## src/rtl/branch_predict_resolve.sv

```systemverilog
// branch_predict_resolve
// Execute-stage branch unit: resolves conditional branches, JAL and JALR with
// a registered outcome, and issues a one-cycle redirect pulse with a target PC
// on every mispredict or jump. A table of saturating direction counters (BHT)
// feeds a taken/not-taken prediction back to fetch.
// Optional feature macro: BRANCH_PREDICT_BHT_EN
//   defined   -> dynamic BHT is built; f_pred_taken comes from the table
//   undefined -> no table, static not-taken prediction (f_pred_taken = 0)
`timescale 1ns/1ps

module branch_predict_resolve #(
  parameter int XLEN      = 32,
  parameter int BHT_DEPTH = 64,
  parameter int CTR_BITS  = 2
) (
  input  logic            clk,
  input  logic            rst_n,
  input  logic [XLEN-1:0] f_pc,
  output logic            f_pred_taken,
  input  logic            ex_valid,
  input  logic            ex_flush,
  input  logic [6:0]      ex_opcode,
  input  logic [2:0]      ex_funct3,
  input  logic [XLEN-1:0] ex_pc,
  input  logic [XLEN-1:0] ex_rs1,
  input  logic [XLEN-1:0] ex_rs2,
  input  logic [XLEN-1:0] ex_imm,
  input  logic            ex_pred_taken,
  output logic            br_taken,
  output logic            redirect_valid,
  output logic [XLEN-1:0] redirect_pc,
  output logic [31:0]     br_count,
  output logic [31:0]     mispred_count
);

  localparam int          IDX_W      = $clog2(BHT_DEPTH);
  localparam logic [6:0]  OPC_BRANCH = 7'b1100011;
  localparam logic [6:0]  OPC_JAL    = 7'b1101111;
  localparam logic [6:0]  OPC_JALR   = 7'b1100111;
  localparam logic [31:0] CNT_MAX    = 32'hFFFF_FFFF;
  localparam logic [XLEN-1:0] PC_STEP = XLEN'(32'd4);

  // Decode / evaluation signals
  logic            live_s;
  logic            is_br_s;
  logic            is_jal_s;
  logic            is_jalr_s;
  logic            cond_s;
  logic            f3_ok_s;
  logic            pred_eff_s;
  logic [XLEN-1:0] br_tgt_s;
  logic [XLEN-1:0] fall_s;
  logic [XLEN-1:0] jalr_sum_s;
  logic [XLEN-1:0] jalr_tgt_s;

  // Registered state
  logic            br_taken_q, br_taken_d;
  logic            redirect_valid_q, redirect_valid_d;
  logic [XLEN-1:0] redirect_pc_q, redirect_pc_d;
  logic [31:0]     br_count_q, br_count_d;
  logic [31:0]     mispred_count_q, mispred_count_d;

  assign live_s     = ex_valid & ~ex_flush;
  assign is_br_s    = (ex_opcode == OPC_BRANCH);
  assign is_jal_s   = (ex_opcode == OPC_JAL);
  assign is_jalr_s  = (ex_opcode == OPC_JALR);
  assign br_tgt_s   = ex_pc + ex_imm;
  assign fall_s     = ex_pc + PC_STEP;
  assign jalr_sum_s = ex_rs1 + ex_imm;
  assign jalr_tgt_s = {jalr_sum_s[XLEN-1:1], 1'b0};

  // Evaluate the conditional-branch comparison selected by funct3
  always_comb begin
    cond_s  = 1'b0;
    f3_ok_s = 1'b1;
    case (ex_funct3)
      3'b000:  cond_s = (ex_rs1 == ex_rs2);
      3'b001:  cond_s = (ex_rs1 != ex_rs2);
      3'b100:  cond_s = ($signed(ex_rs1) <  $signed(ex_rs2));
      3'b101:  cond_s = ($signed(ex_rs1) >= $signed(ex_rs2));
      3'b110:  cond_s = (ex_rs1 <  ex_rs2);
      3'b111:  cond_s = (ex_rs1 >= ex_rs2);
      default: begin
        cond_s  = 1'b0;
        f3_ok_s = 1'b0;
      end
    endcase
  end

  // Next-state for the outcome, redirect and statistics registers
  always_comb begin
    br_taken_d       = 1'b0;
    redirect_valid_d = 1'b0;
    redirect_pc_d    = redirect_pc_q;
    br_count_d       = br_count_q;
    mispred_count_d  = mispred_count_q;
    if (live_s) begin
      if (is_br_s) begin
        br_taken_d = cond_s;
        br_count_d = (br_count_q == CNT_MAX) ? CNT_MAX : br_count_q + 32'd1;
        if (cond_s != pred_eff_s) begin
          redirect_valid_d = 1'b1;
          redirect_pc_d    = cond_s ? br_tgt_s : fall_s;
          mispred_count_d  = (mispred_count_q == CNT_MAX) ? CNT_MAX
                                                          : mispred_count_q + 32'd1;
        end else begin
          redirect_valid_d = 1'b0;
        end
      end else if (is_jal_s) begin
        // Predictor holds direction only, so jumps always redirect
        br_taken_d       = 1'b1;
        redirect_valid_d = 1'b1;
        redirect_pc_d    = br_tgt_s;
      end else if (is_jalr_s) begin
        br_taken_d       = 1'b1;
        redirect_valid_d = 1'b1;
        redirect_pc_d    = jalr_tgt_s;
      end else begin
        br_taken_d = 1'b0;
      end
    end else begin
      br_taken_d = 1'b0;
    end
  end

  // Outcome, redirect and statistics registers
  always_ff @(posedge clk or negedge rst_n) begin
    if (!rst_n) begin
      br_taken_q       <= 1'b0;
      redirect_valid_q <= 1'b0;
      redirect_pc_q    <= '0;
      br_count_q       <= 32'd0;
      mispred_count_q  <= 32'd0;
    end else begin
      br_taken_q       <= br_taken_d;
      redirect_valid_q <= redirect_valid_d;
      redirect_pc_q    <= redirect_pc_d;
      br_count_q       <= br_count_d;
      mispred_count_q  <= mispred_count_d;
    end
  end

  assign br_taken       = br_taken_q;
  assign redirect_valid = redirect_valid_q;
  assign redirect_pc    = redirect_pc_q;
  assign br_count       = br_count_q;
  assign mispred_count  = mispred_count_q;

`ifdef BRANCH_PREDICT_BHT_EN
  localparam logic [CTR_BITS-1:0] CTR_MAX  = '1;
  localparam logic [CTR_BITS-1:0] CTR_MIN  = '0;
  localparam logic [CTR_BITS-1:0] CTR_INIT = CTR_BITS'((32'd1 << (CTR_BITS - 1)) - 32'd1);

  logic [CTR_BITS-1:0] bht_q [BHT_DEPTH];
  logic [IDX_W-1:0]    f_idx_s;
  logic [IDX_W-1:0]    ex_idx_s;
  logic [CTR_BITS-1:0] bht_cur_s;
  logic [CTR_BITS-1:0] bht_wdata_s;
  logic                bht_we_s;
  logic                unused_fpc_s;

  assign f_idx_s      = f_pc[IDX_W+1:2];
  assign ex_idx_s     = ex_pc[IDX_W+1:2];
  assign bht_cur_s    = bht_q[ex_idx_s];
  // Fetch reads the registered table, so a same-index update shows next cycle
  assign f_pred_taken = bht_q[f_idx_s][CTR_BITS-1];
  assign pred_eff_s   = ex_pred_taken;
  assign unused_fpc_s = ^{f_pc, ex_pc[1:0]};

  // Saturating counter update for a live conditional branch with valid funct3
  always_comb begin
    bht_we_s    = live_s & is_br_s & f3_ok_s;
    bht_wdata_s = bht_cur_s;
    if (cond_s) begin
      if (bht_cur_s == CTR_MAX) begin
        bht_wdata_s = bht_cur_s;
      end else begin
        bht_wdata_s = bht_cur_s + CTR_BITS'(32'd1);
      end
    end else begin
      if (bht_cur_s == CTR_MIN) begin
        bht_wdata_s = bht_cur_s;
      end else begin
        bht_wdata_s = bht_cur_s - CTR_BITS'(32'd1);
      end
    end
  end

  // Direction-counter table, reset to weakly not-taken
  always_ff @(posedge clk or negedge rst_n) begin
    if (!rst_n) begin
      for (int i = 0; i < BHT_DEPTH; i++) begin
        bht_q[i] <= CTR_INIT;
      end
    end else if (bht_we_s) begin
      bht_q[ex_idx_s] <= bht_wdata_s;
    end
  end
`else
  logic unused_pred_s;

  // Static not-taken: every taken conditional branch is a mispredict
  assign f_pred_taken  = 1'b0;
  assign pred_eff_s    = 1'b0;
  assign unused_pred_s = ^{f_pc, ex_pred_taken, f3_ok_s};
`endif

endmodule
```

## config.mk

```make
export PLATFORM = sky130hd
export DESIGN_NAME = branch_predict_resolve
export DESIGN_NICKNAME = d
export VERILOG_FILES = /design/src/rtl/branch_predict_resolve.sv
export SDC_FILE = /design/constraint.sdc
export NUM_CORES = 1
export LEC_CHECK = 0
export CORE_MARGIN = 2
export CORE_UTILIZATION = 52
export DETAILED_ROUTE_END_ITERATION = 8
export GPL_ROUTABILITY_DRIVEN = 0
export PLACE_DENSITY = 0.88
export RECOVER_POWER = 50
export SYNTH_ARGS = -nofsm -noshare
export SYNTH_HDL_FRONTEND = slang
export SYNTH_SLANG_ARGS = --single-unit
```

## constraint.sdc

```tcl
create_clock -name clk -period 3.4 [get_ports clk]
set_clock_uncertainty 0.2 [all_clocks]
set_input_delay 0.68 -clock clk [delete_from_list [all_inputs] [get_ports clk]]
set_output_delay 0.68 -clock clk [all_outputs]
set_load 0.02 [all_outputs]
```

==> run metrics <==
status=finished, violations left; failing checks=negative setup slack; DR pass1 iterations=7; CTS tree=yes; initial antenna violation count=0; Tot GR Track Use=about 34%; Hold Slack=278 ps; Final Critical Period=~3700 ps; LEAKAGE=6.85 nW; Synth Register Bits=slightly below 100; Die Wd=135 microns; DRC=0; first-pass GRT wire length=between 50000 and 60000 microns; worst-path fanout max=5; period utilization=109%; max cap viols=0; Post-CTS Hold Fix Bufs=0; fin cells=1781; Warnings, synthesis=0; post-synth top area share=between 20% and 30%; combinational power share=~44%; Layout Nets=about 1800; CP max stage delay=around 490 ps; worst rel slew slack=approximately 18%; largest net degree at the start of global routing=between 50 and 60; power density cells=roughly 270 nW/um^2; Worst-Skew Late Latency=340 ps; CP endpoint kind=flip-flop; DRT antenna net count=0; Die Ht=roughly 140 microns; CTS Root Cell=clkbuf_16; Routed WL=36900 microns; Max Fclk=~270 MHz; grt total ovfl=0; cell area after synthesis=~9000 sq um; Initial Util=a little over half; count of different cell masters after synthesis=82; highest routed metal layer=met4; Slew @ Worst Pin=1230 ps; Tightest Hold Check Type=flip-flop to flip-flop; per-cell routed wire length=slightly above 20 microns; synthesized net count=1375; Vias/cell=6.34; H-tree levels=3; Synth Area per Inst=8.13 sq um; DRT iter0 DRCs=approximately 1100; crit path launch type=input pin; Num CTS Buffers=9; VDD IR max=0.351 mV; io pins=approximately 270; Sink Count=97; met1 WL=between 10000 and 15000 microns; EDFF count, synth=0; slowest cell on the critical path=clkdlybuf4s50_1; share of cells above drive strength 1=29.4%; top area cells in the synthesized netlist=dfrtp_1 27%, ha_1 13%, nand2_1 5.7%; asr flop ratio synth=100%; metal3 WL=a little over 3000 microns; area of the die=18300 sq um; sequential share of power=between 30% and 40%; Final WS setup=-323 ps; Largest delay share family, worst path=compound AO/OA/AOI/OAI gates; Inst Count DP=about 1700; Port Buffers=about 240; met2 routed wirelength=between 15000 and 20000 microns; Setup Crit Path Kind=input pin to flip-flop; Net Sw Frac=approximately 35%; pre-CTS WS=-917 ps; Hold Violations, Final=0; Mapped Cells=approximately 1100; Int Pwr=roughly 0.0026 W; Synth Flop Type=dfrtp_1; Detailed Place HPWL=about 24000 microns; Area Growth Syn to Fin=61.2%; Max Slew Vio Count=0; Setup violations, final=31; cell breakdown of the critical path=clkdlybuf4s50_1, ha_1, nand3_1, nor3_1, o211ai_1, nand3_2, a221o_1, a21oi_2, a21o_1, a311oi_1, buf_4, o31ai_2; Reg clk slew, reported paths=~70 ps; total vias in the final route=about 11000; Seq/Total Area, Yosys=between 20% and 30%; worst endpoint required time=3430 ps; RSZ-0062 raised after global routing=yes; Arr. time, crit path=3750 ps; Switching Power=between 0.001 and 0.0015 W; vias in the first global route=10200; clk buf depth=2; CP bufs+invs=2; core box area=17100 sq um; post-synth top area cell=dfrtp_1; row cnt=48; Clk pwr share=24.2%
==> state kept, by name, indices dropped and copies added (netlist names) <==
signal         flops
br_count          32
redirect_pc       32
mispred_count     32
br_taken           1
==> power groups by stage <==
| stage | sequential [W] | combinational (W) | clock, W |
|---|---|---|---|
| finish | 0.00124 | 0.00176 | 0.000958 |
| global route | 0.00125 | 0.00185 | 0.00101 |
| CTS | 0.00124 | 0.00152 | 0.000974 |
| detailed placement | 0.00126 | 0.00147 | 0 |
| global placement | 0.00126 | 0.00142 | 0 |
| floorplan | 0.00132 | 0.000682 | 0 |
==> synth_stat cells (all sizes together) (5+ instances only) <==
cell,n
a211o,5
a211oi,11
a21o,23
a21oi,90
a31oi,17
and2,16
and3,21
and4,10
buf,10
clkbuf,23
dfrtp,97
ha,95
inv,56
mux2i,7
nand2,135
nand2b,12
nand3,50
nand4,20
nor2,72
nor2b,9
nor3,24
nor3b,6
nor4,7
o211ai,10
o21a,16
o21ai,73
o21bai,8
o31ai,9
or2,6
or3,19
xnor2,44
xor2,34
==> routing by layer <==
layer  vias to the layer above  global-route usage (%)
li1                       4921                       -
met2                       799                    60.1
met4                         0                    14.8
met3                       236                    4.34
met1                      5338                    41.5
met5                         -                       0
==> final cells by class <==
| type | instances | area, sq um |
|---|---|---|
| Multi-Input combinational cell | 917 | 7170 |
| Timing Repair Buffer | 469 | 4060 |
| Fill cell | 949 | 2600 |
| Sequential cell | 97 | 2430 |
| Tap cell | 225 | 282 |
| Clock buffer | 12 | 256 |
| Inverter | 56 | 228 |
| Clock inverter | 4 | 27.5 |
| Antenna cell | 1 | 2.50 |
==> worst register-to-register path: cells and delay by family, from the launching register on <==
| family | cells | cell delay, ps |
|---|---|---|
| AND/OR/NAND/NOR | 6 | 1430 |
| flip-flops | 1 | 540 |
| multiplexers | 1 | 310 |
| AO/OA/AOI/OAI | 1 | 280 |
==> cells in the final DEF (no fill, tap or decap), drive strengths merged, types with 21 or more instances in the layout <==
cell type	n
clkbuf	35
buf	237
a21o	23
xnor2	44
inv	56
nand3	50
dlygate4sd2	33
xor2	34
dlygate4sd3	30
nand2	135
nor2	72
nor3	24
and3	21
o21ai	73
dfrtp	97
a21oi	90
clkdlybuf4s50	127
ha	95
==> path summary, 6_finish.rpt <==
| path | slack (ps) | depth (start not counted) | start | end |
|---|---|---|---|---|
| min in group asynchronous | 390 | 1 | rst_n | br_count[19] |
| max in group asynchronous | 810 | 2 | rst_n | redirect_pc[25] |
| max reg2reg | 540 | 8 | mispred_count[12] | mispred_count[31] |
| max | -320 | 12 | ex_imm[11] | redirect_pc[30] |
| min | 280 | 2 | redirect_pc[16] | redirect_pc[16] |
| min reg2reg | 280 | 2 | redirect_pc[16] | redirect_pc[16] |
==> repair_timing <==
item                       4_1_cts  5_1_grt
gates resized for setup        166      187
setup endpoints to repair       65       59
cloned                           0        2
pin swaps                       44       73
buffers inserted                19       14
==> kinds of logic after synthesis <==
group	Yosys count	share of synthesized area (%)
compound gates	313	22.9
xor+xnor	78	7.62
fa+ha+maj	97	13.7
buf+inv	89	4.00
flops	97	27.1
mux	11	1.28
other cells	1	0.0418
simple gates	417	23.4
==> metrics by stage <==
step / total power (W) / TNS [ps] / util [%] / instance area (sq um)
after detailed placement: 0.00273 / -52270 / 77.1 / 13200
after CTS: 0.00374 / 0 / 80.9 / 13800
after floorplan: 0.00200 / 0 / - / 9150
final: 0.00396 / -2730 / 84.8 / 14500
after global placement: 0.00268 / -52550 / 77.1 / 13200
after global routing: 0.00411 / -5190 / 84.8 / 14500
Note: power is estimated with default switching activity, not from simulation.
